==> config.mk <==
export PLATFORM = sky130hd
export DESIGN_NAME = uart_rx
export DESIGN_NICKNAME = d
export VERILOG_FILES = /design/src/rtl/uart_rx.sv
export SDC_FILE = /design/constraint.sdc
export NUM_CORES = 1
export LEC_CHECK = 0
export CORE_MARGIN = 10
export CORE_UTILIZATION = 48
export CTS_CLUSTER_DIAMETER = 50
export DETAILED_ROUTE_END_ITERATION = 10
export PLACE_DENSITY = 0.74
export SLEW_MARGIN = 20
export SYNTH_ARGS = -nofsm -noshare
export SYNTH_HDL_FRONTEND = slang
export SYNTH_SLANG_ARGS = --single-unit
export TNS_END_PERCENT = 10
==> constraint.sdc <==
create_clock -name clk -period 1.7 [get_ports clk]
set_clock_uncertainty 0.15 [all_clocks]
set_input_delay 0.255 -clock clk [delete_from_list [all_inputs] [get_ports clk]]
set_output_delay 0.255 -clock clk [all_outputs]
set_load 0.02 [all_outputs]
==> src/rtl/uart_rx.sv <==
// uart_rx: receive side of the 8-bit UART link.
// Frame: start(0), 8 data bits LSB first, even parity, stop(1).
// The serial input is synchronised, the start bit is confirmed at mid-bit,
// each bit is sampled once, and the finished byte is held behind valid/ack.
//
// Handshake: rx_valid rises when a frame completes and stays high until the
// consumer pulses rx_ack. An rx_ack cycle with no completion drops rx_valid
// and rx_overrun. A completion while rx_valid=1 and rx_ack=0 overwrites the
// byte and sets the sticky rx_overrun. A completion in the same cycle as
// rx_ack counts as a fresh byte: rx_valid stays 1 and rx_overrun is 0.
// rx_ack is ignored while rx_valid=0.
module uart_rx #(
  parameter int CLKS_PER_BIT = 1,
  parameter int SYNC_STAGES  = 2
) (
  input  logic       clk,
  input  logic       reset,
  input  logic       rx_serial_in,
  input  logic       rx_ack,
  output logic [7:0] rx_data_out,
  output logic       rx_valid,
  output logic       rx_parity_err,
  output logic       rx_frame_err,
  output logic       rx_overrun,
  output logic       rx_busy
);

  localparam int CW = $clog2(CLKS_PER_BIT) + 1;
  localparam logic [CW-1:0] LAST = CW'(CLKS_PER_BIT - 1);
  localparam logic [CW-1:0] HALF = CW'((CLKS_PER_BIT - 1) / 2);

  typedef enum logic [2:0] {
    IDLE   = 3'd0,
    START  = 3'd1,
    DATA   = 3'd2,
    PARITY = 3'd3,
    STOP   = 3'd4
  } state_t;

  state_t                 state;
  logic [SYNC_STAGES-1:0] sync_q;
  logic                   rx_s;
  logic [CW-1:0]          cnt;
  logic [2:0]             bit_idx;
  logic [7:0]             shreg;
  logic                   parity_bit;
  logic                   tick;
  logic                   done;

  assign rx_s = sync_q[SYNC_STAGES-1];
  assign tick = (cnt == LAST);
  assign done = (state == STOP) && tick;

  // Synchroniser for the asynchronous serial line; resets to the idle level.
  always_ff @(posedge clk or posedge reset) begin
    if (reset) begin
      sync_q <= '1;
    end else begin
      sync_q <= {sync_q[SYNC_STAGES-2:0], rx_serial_in};
    end
  end

  // Frame FSM with registered outputs and the valid/ack/overrun handshake.
  always_ff @(posedge clk or posedge reset) begin
    if (reset) begin
      state         <= IDLE;
      rx_busy       <= 1'b0;
      cnt           <= '0;
      bit_idx       <= 3'd0;
      shreg         <= 8'h00;
      parity_bit    <= 1'b0;
      rx_data_out   <= 8'h00;
      rx_valid      <= 1'b0;
      rx_parity_err <= 1'b0;
      rx_frame_err  <= 1'b0;
      rx_overrun    <= 1'b0;
    end else begin
      case (state)
        IDLE: begin
          if (!rx_s) begin
            if (HALF == '0) begin
              // Start bit is already at its sample point: go straight to data.
              state   <= DATA;
              cnt     <= '0;
              bit_idx <= 3'd0;
            end else begin
              state <= START;
              cnt   <= CW'(1);
            end
            rx_busy <= 1'b1;
          end
        end
        START: begin
          if (cnt == HALF) begin
            if (!rx_s) begin
              state   <= DATA;
              cnt     <= '0;
              bit_idx <= 3'd0;
            end else begin
              // Line went high again before mid-bit: treat as a glitch.
              state   <= IDLE;
              cnt     <= '0;
              rx_busy <= 1'b0;
            end
          end else begin
            cnt <= cnt + CW'(1);
          end
        end
        DATA: begin
          if (tick) begin
            shreg[bit_idx] <= rx_s;
            cnt            <= '0;
            if (bit_idx == 3'd7) begin
              state <= PARITY;
            end else begin
              bit_idx <= bit_idx + 3'd1;
            end
          end else begin
            cnt <= cnt + CW'(1);
          end
        end
        PARITY: begin
          if (tick) begin
            parity_bit <= rx_s;
            cnt        <= '0;
            state      <= STOP;
          end else begin
            cnt <= cnt + CW'(1);
          end
        end
        STOP: begin
          if (tick) begin
            cnt     <= '0;
            state   <= IDLE;
            rx_busy <= 1'b0;
          end else begin
            cnt <= cnt + CW'(1);
          end
        end
        default: begin
          state   <= IDLE;
          cnt     <= '0;
          rx_busy <= 1'b0;
        end
      endcase

      if (done) begin
        rx_data_out   <= shreg;
        rx_parity_err <= (^shreg) != parity_bit;
        rx_frame_err  <= ~rx_s;
        rx_valid      <= 1'b1;
        if (rx_valid && !rx_ack) begin
          rx_overrun <= 1'b1;
        end else if (rx_ack) begin
          rx_overrun <= 1'b0;
        end
      end else if (rx_ack) begin
        rx_valid   <= 1'b0;
        rx_overrun <= 1'b0;
      end
    end
  end

endmodule

# Word-level counts from Yosys, hierarchy flattened
# Index checks and enable logic that the tools add are counted.
# Widths: inputs -> output; s select.
# word_totals
out_inout_bits	13
input_bits	4
register_bits	31
# classes
eq_ne	14
mux	29
order_cmp	2
bitwise_logic	3
addsub	2
n_reduce_logical	15
# op_table
op	count
$mux 3	10
$ne 2x2->1 const B	8
$pmux 3 s5	1
$mux 1	12
$pmux 3 s3	1
$bwmux 8	1
$reduce_xor 8->1	1
$eq 3x2->1 const B	2
$eq 3x3->1 const B	2
$reduce_and 6->1	1
$reduce_and 5->1	1
$lt 3x4->1 const B	1
$pmux 1 s4	1
$reduce_and 2->1	2
$reduce_and 4->1	1
$reduce_or 4->1	1
$add 3x1->3 const B	1
$demux 1 s3	1
$eq 3x1->1 const B	1
$ge 3x1->1 const B	1
$logic_and 1x1->1	3
$logic_not 3->1	1
$not 1->1	3
$reduce_bool 3->1	1
7 further kinds	7

# Longest topological paths before layout
# Gate-level depths: netlist of the first run.
# depth
ltp_word	5
ltp_mapped	5
depth_no_buf	5

# Worst setup path after synthesis of the first run
# No wires, ideal clock.
# synth_timing
path_type	reg-to-reg
from	register state[0]
to	register rx_data_out[0]
t_arrival_ns	1.367
path_slack_ns	0.059
synth_period_minus_slack_ns	1.641
setup_ns	0.125
path_stages_with_launch	4
t_required_ns	1.425
path_buffers	1
path_cell_list	dfrtp_1 > nor3b_1 > buf_4 > mux2_2
# synth_via
elab_chain_cells	2
# synth_lines
item	line	source
start: declaration	40	state_t state;
start signal: assignment	66	state <= IDLE;
start signal: assignment	83	state <= DATA;
start signal: assignment	87	state <= START;
$eq 3x3->1	52	assign done = (state == STOP) && tick;
$logic_and 1x1->1	52	
end signal: assignment	148	rx_data_out <= shreg;
end: declaration	20	output logic [7:0] rx_data_out,
# Every way passes these cells.
# A chain may end at the register's enable or synchronous reset.

# Worst setup path in the final report of the first run
# layout_timing
from	register shreg[1]
to	register rx_parity_err
# layout_via
elab_chain_cells	2
# layout_lines
item	line	source
start: declaration	45	logic [7:0] shreg;
start signal: indexed assignment	111	shreg[bit_idx] <= rx_s;
$reduce_xor 8->1	149	rx_parity_err <= (^shreg) != parity_bit;
$ne 1x1->1	149	
end signal: assignment	149	
end: declaration	22	output logic rx_parity_err,
# Every way passes these cells.

==> out/results.ini, run 1 <==
[power_and_ir_drop]
clkPwrFrac_pct=16.1
combPwrFrac_pct=45.3
power_density_mw_per_mm2=2076
intPower_mw=2.180
p_switching_mw=1.155
sequentialPowerShare_pct=38.5
p_leak_nw=0.7538
p_sw_share_pct=34.62
power_mw=3.335
ir_worst_vdd_mv=1.526

[detailed_routing]
via_count=798
postRouteAntennaNets=0
drt_iter0_drc=21
first_pass_iters=4
vias_per_cell=5.051
routedWlPerCell_um=14.67
routed_wirelength_um=2318
drc_errors=0

[yosys]
yosysUniqueCellTypes=28
synth-edff-count=0
ys_seq_elements=30
synthCells=101
ys.flop_type=dfrtp_1
synth_area_mm2=0.001300
synthesis.nets=107
yosysSeqAreaShare_pct=57.94
syn-mean-instance-area_um2=12.87
yosys_warnings=0
async_reset_ff_share_pct=100.0

[clock_tree]
clockBufferDepth=2
insertion_delay_ns=0.32
cts_tree=yes
cts_max_level=2
post_cts_buffers=0
cts_sinks=30
numCtsBuffers=5
root_buffer=clkbuf_4
cts_hold_buffers=0
clk_pin_slew_ns=0.09

[sta]
hold_viol_final=0
setup_viol_count_final=0
hold-worst-slack_ns=0.1654
fin_setup_tns_ns=0
worstMarginPinSlew_ns=0.3741
rsz0062_at_grt=true
slew_viol_final=0
finalCritPeriodShare_pct=97.52
relSlewSlack_pct=75.06
max_freq_mhz=603.2
period_minus_slack_ns=1.658

[floorplanning]
die_h_um=72.04
die_w_um=72.04
core_mm2=0.002522
die-area_mm2=0.005190
rows=18
io_pins=17
start_util_pct=51.54

[outcome]
status=completed

[setup_path]
worst_path_dominant_cell_family=XOR/XNOR gates
critical_path_class=flip-flop to flip-flop
cpMaxStageDelayCell=dfrtp_1
cp-start-kind=flip-flop
cp.required_ns=1.76
worst_path_largest_cell_delay_ns=0.43
cp_num_buf_inv=0
worst_setup_path_end_kind=flip-flop
path_cells=xnor2_2 -> xnor3_1 -> xnor2_1 -> mux2_4
cp_max_fo=3
cp.arrival_ns=1.71

[finish]
drive_gt1_share_pct=29.69
fillers=203
syn_to_final_growth_pct=23.58
finish.utilization_pct=63.69
fin_nets=133
n_antenna_cell=0

[placement]
place.gp.congestion=0.7317
post-dp-hpwl_um=1762
port_buffers=16

[global_route]
grt_max_degree=31
grt_pass1_wl_um=4098
grt_pass1_vias=841
grt_usage_pct=9.983
overflow=0
grt_antenna_before_repair=0

[worst_hold_path]
min_path_type=primary input to asynchronous set/reset pin

[flow_run]
max-cap-violations=0

layout make-up:
type	count	area (um^2)	area share, %
clock inverter	1	30.03	1.869
inverter	2	7.507	0.4673
sequential	30	753.2	46.88
clock buffer	7	45.04	2.804
timing repair buffer	21	185.2	11.53
tap	30	37.54	2.336
multi-input combinational	67	548.0	34.11
layout by cell type (no fill, tap or decap), drive strengths merged, types with 3 or more instances in the layout:
master	n
buf	5
clkbuf	7
nand2	12
dlygate4sd2	12
a21oi	3
mux2	18
xnor2	5
nor2	7
clkdlybuf4s50	3
dfrtp	28
layer usage:
layer	wire length [um]	part of all wire, %	global-route usage, %	vias up
met5	0	0	0	-
met4	40	1.7	5.161	0
met3	112	4.8	3.946	5
met2	1149	50	15.49	12
met1	1015	44	11.64	382
li1	-	-	-	399
path summary, 6_finish.rpt:
path	from	depth (start not counted)	slack, ns	to
min in group clk	rx_serial_in	1	0.19	sync_q[0]$_DFF_PP1_
worst min-delay path	reset	3	0.17	state[1]$_DFFE_PP0P_
worst min register to register	sync_q[0]$_DFF_PP1_	0	0.21	sync_q[1]$_DFF_PP1_
worst max register to register	shreg[1]$_DFFE_PP0P_	4	0.04	rx_parity_err$_DFFE_PP0P_
max in group asynchronous	reset	3	0.93	sync_q[1]$_DFF_PP1_
worst max-delay path	shreg[1]$_DFFE_PP0P_	4	0.04	rx_parity_err$_DFFE_PP0P_
worst register-to-register path, stage by stage (launching register included):
cell	delay, ns
dfrtp_1	0.43
xnor2_2	0.16
xnor3_1	0.41
xnor2_1	0.14
mux2_4	0.26
sequential cells by signal, indices dropped and copies added (netlist names):
register	cells
shreg	8
rx_busy	1
parity_bit	1
state	3
rx_parity_err	1
rx_overrun	1
rx_frame_err	1
rx_data_out	8
sync_q	2
bit_idx	3
rx_valid	1
logic make-up (layout without fill, tap and decap cells):
| family | Yosys count | after routing | share of synthesized area, % |
|---|---|---|---|
| AND/OR/NAND/NOR | 31 | 31 | 11.93 |
| adder cells (fa/ha/maj) | 2 | 2 | 1.925 |
| AO/OA/AOI/OAI | 8 | 8 | 3.658 |
| XOR/XNOR | 7 | 7 | 5.775 |
| buffers and inverters | 4 | 31 | 2.118 |
| flip-flops | 30 | 30 | 57.94 |
| multiplexers | 19 | 19 | 16.65 |
Yosys cell counts (all sizes together), types with 3 or more instances:
cell type / number / area, um^2
a21oi: 3 / 15.01
xnor2: 5 / 43.79
nand2: 12 / 45.04
dfrtp: 28 / 700.7
nor2: 7 / 28.78
mux2: 18 / 206.4
power by group through the flow:
| stage | sequential (mW) | combinational (mW) | clock (mW) |
|---|---|---|---|
| after floorplan | 1.40 | 0.913 | 0 |
| after global placement | 1.26 | 1.49 | 0 |
| after detailed placement | 1.29 | 1.55 | 0 |
| after CTS | 1.28 | 1.49 | 0.553 |
| after global routing | 1.34 | 1.65 | 0.590 |
| final | 1.29 | 1.51 | 0.538 |
repair_timing:
| item | 4_1_cts | 5_1_grt |
|---|---|---|
| pin swaps | 0 | 1 |
| endpoints found under the setup margin | 13 | 5 |
| gates resized for setup | 13 | 6 |
through the flow:
step | worst slack (ns) | instances | instance area [um^2]
floorplan | 0.05855 | 101 | 1300
global placement | 0.03863 | 150 | 1515
detailed placement | -0.01061 | 150 | 1515
CTS | 0.004582 | 158 | 1583
global route | -0.01207 | 158 | 1607
finish | 0.04217 | 158 | 1607
(Power assumes the default switching activity.)
==> run 2: changes to the inputs <==
--- a/config.mk
+++ b/config.mk
@@ -6,10 +6,13 @@
 export NUM_CORES = 1
 export LEC_CHECK = 0
 export CORE_MARGIN = 10
-export CORE_UTILIZATION = 48
+export CORE_UTILIZATION = 50
+export CTS_BUF_LIST = sky130_fd_sc_hd__clkbuf_4
 export CTS_CLUSTER_DIAMETER = 50
+export CTS_CLUSTER_SIZE = 25
 export DETAILED_ROUTE_END_ITERATION = 10
-export PLACE_DENSITY = 0.74
+export PLACE_DENSITY = 0.76
+export SETUP_SLACK_MARGIN = 0.5
 export SLEW_MARGIN = 20
 export SYNTH_ARGS = -nofsm -noshare
 export SYNTH_HDL_FRONTEND = slang
==> run 2 against run 1 <==
Effect of this change: setup slack got worse by 0.011 ns; sequential power barely moved; clock power fell by 25%; critical endpoint unchanged; largest power group unchanged.
==> out/results.ini, run 2 (synthesis gave the netlist of run 1 again) <==
[outcome]
status=completed

[flow_run]
max-cap-violations=0

[global_route]
grt_usage_pct=9.563
grt_antenna_before_repair=0
grt_pass1_vias=880
grt_pass1_wl_um=3843
overflow=0
grt_max_degree=31

[setup_path]
cp_max_fo=3
critical_path_class=flip-flop to flip-flop
cp-start-kind=flip-flop
cp.required_ns=1.78
rrSetupSlack_ns=0.03
cp.arrival_ns=1.74
worst_setup_path_end_kind=flip-flop

[clock_tree]
clockBufferDepth=2
insertion_delay_ns=0.34
root_buffer=clkbuf_4
cts_max_level=2
clk_pin_slew_ns=0.10
cts_tree=yes
numCtsBuffers=5
cts_sinks=30

[placement]
placed_cell_area_mm2=0.001531
post-place-ws_ns=0.04004
port_buffers=16
post-dp-hpwl_um=1686
place.gp.congestion=0.8081
placed_cells=151

[sta]
max_freq_mhz=599.2
hold_viol_final=0
worstMarginPinSlew_ns=0.3720
slew_viol_final=0
relSlewSlack_pct=75.20
setup_viol_count_final=0
period_minus_slack_ns=1.669
fin_setup_tns_ns=0
rsz0062_at_grt=true
finalCritPeriodShare_pct=98.18
worst_slack_ns=0.03097

[finish]
n_antenna_cell=0
design_area_mm2=0.001663
instances_no_fill=166
syn_to_final_growth_pct=27.91
fin_nets=141
final_common_cell=dfrtp_1
final_cell_mix=dfrtp_1 (28), mux2_2 (16), nand2_1 (12)
largestRegisters=rx_data_out (8), shreg (8)
drive_gt1_share_pct=36.76

[floorplanning]
rows=18
die_w_um=70.99
die-area_mm2=0.005040
start_util_pct=52.47
die_h_um=70.99
io_pins=17
core_mm2=0.002477

[detailed_routing]
via_count=844
drt_iter0_drc=12
routedWlPerCell_um=14.37
first_pass_iters=4
drc_errors=0
routed_wirelength_um=2386
postRouteAntennaNets=0
vias_per_cell=5.084

[power_and_ir_drop]
p_switching_mw=1.176
power_mw=3.246
intPower_mw=2.071
power_density_mw_per_mm2=1952
ir_worst_vdd_mv=1.364
p_leak_nw=0.7743
sequentialPowerShare_pct=39.1
combPwrFrac_pct=48.5
clkPwrFrac_pct=12.4
p_sw_share_pct=36.21

[worst_hold_path]
min_path_type=primary input to asynchronous set/reset pin

## run 2: cell count changes in the layout (fill, tap and decap cells not counted), moves of 2 or more
cell      before  now
buf_4          5   11
clkbuf_1       2    0
buf_6          0    4
nor3b_1        2    0
## run 2: path summary, 6_finish.rpt
kind / startpoint / to / depth (start not counted)
min in group clk: rx_serial_in / sync_q[0]$_DFF_PP1_ / 1
setup reg to reg: shreg[1]$_DFFE_PP0P_ / rx_parity_err$_DFFE_PP0P_ / 4
setup / recovery: shreg[1]$_DFFE_PP0P_ / rx_parity_err$_DFFE_PP0P_ / 4
max in group asynchronous: reset / sync_q[0]$_DFF_PP1_ / 3
hold reg to reg: sync_q[0]$_DFF_PP1_ / sync_q[1]$_DFF_PP1_ / 0
hold / removal: reset / shreg[3]$_DFFE_PP0P_ / 3
## run 2: final cells by class
type / instances / area (um^2)
Sequential cell: 30 / 753.2
Tap cell: 30 / 37.54
Clock buffer: 5 / 37.54
Multi-Input combinational cell: 67 / 556.8
Fill cell: 196 / 814.5
Inverter: 2 / 7.507
Clock inverter: 3 / 16.27
Timing Repair Buffer: 29 / 254.0
## run 2: repair_timing
item | in CTS | in global routing
setup buffers | 2 | 5
hold buffers | 0 | 0
resized for setup | 27 | 4
endpoints found under the setup margin | 39 | 40
pin swaps | 1 | 2
## run 2: worst max-delay path, cell delays in order (launching register included)
cell,delay (ns)
dfrtp_1,0.43
xnor2_2,0.18
xnor3_1,0.42
xnor2_1,0.13
mux2_2,0.26
## run 2: per-stage QoR
step | hold WS (ns) | utilization (%)
final | 0.1284 | 67.12
after global routing | 0.1617 | 67.12
after CTS | 0.1408 | 64.85
after detailed placement | 0.1979 | 61.82
after global placement | 0.1964 | 61.82
after floorplan | 0.1095 | -
## run 2: per-layer routing
layer | wire length [um] | vias up | track usage (%)
li1 | - | 412 | -
met1 | 979 | 412 | 9.166
met2 | 1223 | 13 | 16.32
met3 | 117 | 7 | 4.045
met4 | 66 | 0 | 6.452
met5 | 0 | - | 0
## run 2: power by group through the flow
stage / sequential [mW] / clock, mW / combinational, mW
after detailed placement: 1.29 / 0 / 1.55
after global placement: 1.26 / 0 / 1.51
final: 1.27 / 0.402 / 1.57
after CTS: 1.27 / 0.412 / 1.51
after global routing: 1.32 / 0.443 / 1.71
after floorplan: 1.41 / 0 / 0.921
